`src/rtl/sort_frame_loader.sv`:
```
// sort_frame_loader: upstream feeder for the bitonic sorter.
// Collects WIDTH-bit beats into a DEPTH-entry frame and presents the frame as
// an unpacked vector with a one-cycle valid pulse. Short frames are padded
// with PAD_VALUE so pad slots sort to the top of an ascending result.
//
// Ports:
//   clk          sole clock, rising edge
//   rst          synchronous active-high reset
//   s_valid      input beat valid
//   s_ready      loader can accept a beat (registered, 0 during reset)
//   s_data       input word
//   s_last       final beat of a frame
//   frame_out    assembled frame (sorter `unsorted`)
//   frame_valid  one-cycle pulse (sorter `valid_in`)
//   frame_count  number of real words in frame_out, 1..DEPTH
//   overflow_err one-cycle pulse when a frame exceeds DEPTH beats
module sort_frame_loader #(
  parameter int                 WIDTH     = 32,
  parameter int                 DEPTH     = 8,
  parameter logic [WIDTH-1:0]   PAD_VALUE = '1,
  localparam int                CW        = $clog2(DEPTH + 1)
) (
  input  logic             clk,
  input  logic             rst,
  input  logic             s_valid,
  output logic             s_ready,
  input  logic [WIDTH-1:0] s_data,
  input  logic             s_last,
  output logic [WIDTH-1:0] frame_out [DEPTH-1:0],
  output logic             frame_valid,
  output logic [CW-1:0]    frame_count,
  output logic             overflow_err
);

  localparam int IW = $clog2(DEPTH);

  typedef enum logic {
    COLLECT,
    DRAIN
  } state_t;

  state_t           state;
  logic [IW-1:0]    idx;
  logic [WIDTH-1:0] buf_q      [DEPTH-1:0];
  logic [WIDTH-1:0] frame_next [DEPTH-1:0];
  logic             accept;
  logic             last_slot;

  assign accept    = s_valid && s_ready;
  assign last_slot = (idx == IW'(DEPTH - 1));

  // The completing beat bypasses the buffer: slots below idx come from the
  // buffer, slot idx takes s_data directly, slots above idx take the pad.
  always_comb begin
    for (int unsigned i = 0; i < DEPTH; i++) begin
      frame_next[i] = PAD_VALUE;
      if (i < 32'(idx))
        frame_next[i] = buf_q[i];
      else if (i == 32'(idx))
        frame_next[i] = s_data;
    end
  end

  // Buffer contents need no reset: slots are always written before being
  // read back into frame_out.
  always_ff @(posedge clk) begin
    if (!rst && accept && state == COLLECT)
      buf_q[idx] <= s_data;
  end

  always_ff @(posedge clk) begin
    if (rst) begin
      state        <= COLLECT;
      idx          <= '0;
      s_ready      <= 1'b0;
      frame_valid  <= 1'b0;
      overflow_err <= 1'b0;
      frame_count  <= '0;
      for (int unsigned i = 0; i < DEPTH; i++)
        frame_out[i] <= '0;
    end else begin
      s_ready      <= 1'b1;
      frame_valid  <= 1'b0;
      overflow_err <= 1'b0;
      case (state)
        COLLECT: begin
          if (accept) begin
            if (s_last || last_slot) begin
              frame_out   <= frame_next;
              frame_count <= CW'(idx) + CW'(1);
              frame_valid <= 1'b1;
              idx         <= '0;
              if (!s_last) begin
                overflow_err <= 1'b1;
                state        <= DRAIN;
              end
            end else begin
              idx <= idx + IW'(1);
            end
          end
        end
        DRAIN: begin
          if (accept && s_last)
            state <= COLLECT;
        end
        default: state <= COLLECT;
      endcase
    end
  end

endmodule

```
`config.mk`:
```
export PLATFORM = sky130hd
export DESIGN_NAME = sort_frame_loader
export DESIGN_NICKNAME = d
export VERILOG_FILES = /design/src/rtl/sort_frame_loader.sv
export SDC_FILE = /design/constraint.sdc
export NUM_CORES = 1
export LEC_CHECK = 0
export ABC_AREA = 0
export CORE_MARGIN = 1.5
export CORE_UTILIZATION = 47
export CTS_BUF_LIST = sky130_fd_sc_hd__clkbuf_16
export CTS_CLUSTER_DIAMETER = 100
export DETAILED_ROUTE_END_ITERATION = 16
export HOLD_SLACK_MARGIN = 0.12
export PLACE_DENSITY_LB_ADDON = 0.1
export SLEW_MARGIN = 30
export SYNTH_ARGS = -nofsm -noshare
export SYNTH_HDL_FRONTEND = slang
export SYNTH_SLANG_ARGS = --single-unit
```
`constraint.sdc`:
```
create_clock -name clk -period 7 [get_ports clk]
set_input_delay 1.4 -clock clk [delete_from_list [all_inputs] [get_ports clk]]
set_output_delay 1.4 -clock clk [all_outputs]
set_load 0.01 [all_outputs]
```
Word level (Yosys, flattened, before mapping)
Memory sizes are Yosys's and may differ from the RTL's. A register that Yosys moved wholly into a read port is not among the register bits.
Cells that the tools add are included.
W data, S select, Z words.
{"block": "totals", "mem_bits_ro": 0, "wordCells": 65, "input_bits": 36, "reg_bits": 235, "output_inout_bits": 263, "n_memories": 1, "latchBits": 0, "ramBits": 256}
{"block": "classes", "n_eq_ne": 8, "multipliers": 0, "shift": 0, "n_addsub": 2, "mux": 23, "div_mod_pow": 0, "n_reduce_logical": 10, "bitwise_logic": 2, "order_cmp": 6}
{"memory": "buf_q", "depth": 8, "word_bits": 32, "read_ports": 7, "rd_clocked_by_memory_dff": 1, "wr": 1, "line": "44", "source": "logic [WIDTH-1:0] buf_q [DEPTH-1:0];"}
{"cell": "$mux W32", "n": 13}
{"cell": "$eq A3 B3 Y1 const A", "n": 4}
{"cell": "$lt A3 B3 Y1 const A", "n": 3}
{"cell": "$mux W1", "n": 8}
{"cell": "$eq A2 B3 Y1 const A", "n": 2}
{"cell": "$lt A2 B3 Y1 const A", "n": 2}
{"cell": "$add A3 B1 Y4 const B", "n": 1}
{"cell": "$logic_and A1 B1 Y1", "n": 4}
{"cell": "$add A3 B1 Y3 const B", "n": 1}
{"cell": "$eq A1 B3 Y1 const A", "n": 1}
{"cell": "$eq A3 B3 Y1 const B", "n": 1}
{"cell": "$lt A1 B3 Y1 const A", "n": 1}
{"cell": "$mux W3", "n": 1}
{"cell": "$reduce_and A3 Y1", "n": 1}
{"cell": "$reduce_or A3 Y1", "n": 1}
{"cell": "$not A1 Y1", "n": 2}
{"cell": "$pmux W1 S2", "n": 1}
{"cell": "$reduce_and A2 Y1", "n": 1}
{"cell": "$reduce_or A2 Y1", "n": 1}
{"cell": "$logic_not A1 Y1", "n": 1}
{"cell": "$logic_or A1 B1 Y1", "n": 1}

Longest topological paths before layout
{"block": "logic_depth", "word_depth": 5, "ltp_mapped": 9}

Worst setup path after synthesis
No wires, ideal clock.
{"block": "synth_timing", "path_kind": "input-to-reg", "from": "in rst", "to": "mem buf_q[2][0], enable pin", "setup_slack_ns": 1.576, "n_path_buf": 2, "arrival_ns": 4.923, "path_stages": 4, "cell_sequence": "clkbuf_2 > nand4bb_1 > buf_2 > nor4_1"}
{"block": "synth_via", "elab_chain_len": 5}
{"element": "start: declaration", "line": "24", "source": "input logic rst,"}
{"element": "$logic_not A1 Y1", "line": "67", "source": "if (!rst && accept && state == COLLECT)"}
{"element": "$logic_and A1 B1 Y1 (2 in a row)", "line": "67"}
{"element": "$mux W1", "line": "67"}
{"element": "$mux W1 (implied by the code)", "line": "68", "source": "buf_q[idx] <= s_data;"}
{"element": "end: declaration", "line": "44"}
No other way between the ends.

Final worst setup path
{"block": "layout_timing", "from": "in s_valid", "to": "reg frame_out[238] (netlist bit)"}
{"block": "layout_via", "elab_chain_len": 2}
{"element": "start: declaration", "line": "25", "source": "input logic s_valid,"}
{"element": "$logic_and A1 B1 Y1", "line": "49", "source": "assign accept = s_valid && s_ready;"}
{"element": "$reduce_and A3 Y1 (no source line)"}
{"element": "end signal: assignment", "line": "89", "source": "frame_out <= frame_next;"}
{"element": "end: declaration", "line": "29", "source": "output logic [WIDTH-1:0] frame_out [DEPTH-1:0],"}
No other way between the ends.
A chain may end at the register's enable or synchronous reset.

==> impl_metrics.py <==
metrics = {
    "run_status": {
        "status": "completed",
    },
    "floorplan": {
        "die_h_um": 199,
        "coreArea_um2": 37800,
        "num_rows": 71,
        "initial_utilization": 0.480,
        "dieArea_um2": 39700,
        "die_w_um": 199,
        "pin_count": 299,
    },
    "route": {
        "routed_wl_um": 53100,
        "dr.max_layer_used": "met5",
        "dr_total_vias": 13300,
        "vias_per_cell": 5.74,
        "drt_pre_antenna_iters": 5,
        "drt-wirelength-per-cell_um": 23.0,
        "wirelength_met1_um": 23200,
        "drc": 0,
        "drt_iter0_drc": 1073,
        "dr_wl_met3_um": 4230,
        "wl_met2_um": 24400,
        "ant_nets": 0,
    },
    "sta": {
        "final_max_slew_viol_count": 0,
        "fin_worst_skew_ns": 0.0152,
        "hold_slack_ns": 0.459,
        "fin_setup_tns_ns": 0,
        "final-setup-viol-count": 0,
        "post-route-period-util": 0.502,
        "slew_headroom": 0.341,
        "worst_slew_pin_slew_ns": 0.989,
        "hold_viol_final": 0,
        "fmax_mhz": 285,
        "finalCriticalPeriod_ns": 3.51,
        "rsz0062_at_grt": "no",
    },
    "logic_synthesis": {
        "async_reset_ff_frac": 0,
        "seq_area_frac_synth": 0.667,
        "muxShareOfSynthArea": 0.0364,
        "synth_top_family_by_area": "compound AO/OA/AOI/OAI gates",
        "synth_compound_area_frac": 0.183,
        "ys.flop_type": "dfxtp_1",
        "syn_area_um2": 18100,
        "synth_fp_nets": 1558,
        "synth_edf_count": 224,
        "syn_avg_cell_area_um2": 11.9,
        "yosys.area_share.adder": 0.00346,
        "ys_ff_latch": 491,
        "synth.distinct_cells": 40,
        "synth_cells": 1517,
        "yosys_warnings": 0,
        "synthSimpleGateAreaFrac": 0.0695,
        "yosys.area_share.xor_xnor": 0.000484,
    },
    "clocking": {
        "numCtsBuffers": 49,
        "clk_latency_ns": 0.55,
        "cts_tree": "yes",
        "cts_setup_buffers": 0,
        "cts_root_buffer": "clkbuf_16",
        "cts_sinks": 491,
        "htree_levels": 2,
        "cts_buffer_depth": 3,
        "clkTransAtPathRegs_ns": 0.06,
        "ctsResizeCount": 0,
        "cts_hold_buf": 0,
    },
    "placed_design": {
        "portBuffers": 298,
        "hpwlAfterDp_um": 32500,
        "placed_cell_area_um2": 21500,
        "finalWeightedCongestion": 0.781,
    },
    "critical_path": {
        "reg2reg_from": "idx[0]",
        "slowest_stage": "nor2_4",
        "r2r-end": "buf_q[3][13]",
        "crit_start": "s_valid",
        "end_kind": "register",
        "critical_path.endpoint": "frame_out[238]",
        "cp_slowest_stage_delay_ns": 0.72,
        "worstPathArrival_ns": 3.95,
        "required_ns": 7.44,
        "r2r_setup_slack_ns": 3.53,
        "crit_buf_inv": 2,
        "crit_type": "in2reg",
        "start_kind": "input port",
        "path_depth": 6,
        "path_cells": "clkdlybuf4s50_1 -> nand3b_1 -> nor2_4 -> buf_4 -> nor2_1 -> a311oi_1",
        "worstRegToRegCells": 3,
        "crit_family": "buffers and inverters",
        "critPathMaxFanout": 63,
    },
    "grt": {
        "grt_pass1_wl_um": 79600,
        "antenna_found_initial": 4,
        "overflow": 0,
        "grt_pass1_vias": 12900,
        "track_usage": 0.265,
        "grt_max_degree": 110,
    },
    "cells_and_area": {
        "drive_gt1_frac": 0.0807,
        "nets": 1800,
        "area_growth_syn_to_layout_pct": 26.9,
        "final_common_cell": "clkdlybuf4s50_1",
        "layout_common_cells": "clkdlybuf4s50_1, dfxtp_1, edfxtp_1",
        "stdcell_area_um2": 23000,
    },
    "pwr": {
        "leakage_nw": 8.13,
        "ir_drop_mv": 0.181,
        "pwr_density_cell_nw_per_um2": 263,
        "total_power_mw": 6.05,
    },
    "flow_run": {
        "max-cap-violations": 0,
    },
    "worst_hold_path": {
        "holdCritPathClass": "reg2reg",
    },
}
## how the worst min path moves through the flow
stage,startpoint,end,slack (ns),cells after the start
after floorplan,buf_q[4][0],frame_out[128],0.47,2
after global placement,frame_count[2],frame_count[2],0.45,2
after detailed placement,frame_out[107],frame_out[107],0.45,1
after CTS,frame_out[34],frame_out[34],0.46,1
after global routing,frame_out[33],frame_out[33],0.48,1
final,frame_out[33],frame_out[33],0.46,1
## report_power, final
part / internal [mW] / switching (mW)
Sequential: 3.09 / 0.0744
Combinational: 0.231 / 0.273
Clock: 1.34 / 1.05
## metal layers
metal	track usage	vias up
met4	0.0738	2
met5	0	-
met2	0.417	529
met1	0.373	6544
met3	0.0510	76
li1	-	6121
## logic make-up (layout without fill, tap and decap cells)
family | count (synthesis) | count (layout)
fa+ha+maj | 5 | 5
flops | 491 | 491
compound gates | 512 | 512
simple gates | 275 | 275
other cells | 0 | 3
xor+xnor | 1 | 1
buf+inv | 171 | 451
mux | 62 | 62
## final cells by class
cell class                      instances  area (um2)
Sequential cell                       491       12100
Tap cell                              511         639
Fill cell                            3033       14800
Inverter                               37         139
Multi-Input combinational cell        855        5410
Clock buffer                           49        1230
Antenna cell                            3        7.51
Timing Repair Buffer                  325        3260
Clock inverter                         40         216
## metrics by stage
step	instances	setup WS (ns)	utilization
after floorplan	1517	1.58	-
after global placement	2216	3.09	0.568
after detailed placement	2219	2.91	0.570
after CTS	2308	3.47	0.608
after global routing	2309	3.22	0.608
final	2311	3.49	0.608
## cell usage after synthesis (all sizes together), types with 2 or more instances
cell       n  share of area
or2        3         0.0010
a311oi    32          0.015
nor2b     31          0.011
dfxtp    267           0.30
inv       36         0.0075
o21ai     67          0.019
nor4       2        0.00069
nand2b    31          0.011
nor3       5         0.0014
nand2     55          0.011
buf       50          0.015
mux2i     31          0.017
o2bb2ai   97          0.047
a21oi    144          0.040
nand3      6         0.0017
edfxtp   224           0.37
mux2      31          0.019
nor2     135          0.028
a31oi     43          0.015
clkbuf    84          0.017
o22ai     94          0.032
a22o       3         0.0015
a211oi    32          0.013
nor3b      2         0.0015
ha         5         0.0035
## flip-flops by register name, indices dropped and copies added, names as in the netlist
| signal | count |
|---|---|
| frame_count | 4 |
| buf_q | 224 |
| idx | 3 |
| frame_out | 256 |
| state | 1 |
| frame_valid | 1 |
| s_ready | 1 |
| overflow_err | 1 |
Note: power is estimated with default switching activity, not from simulation.
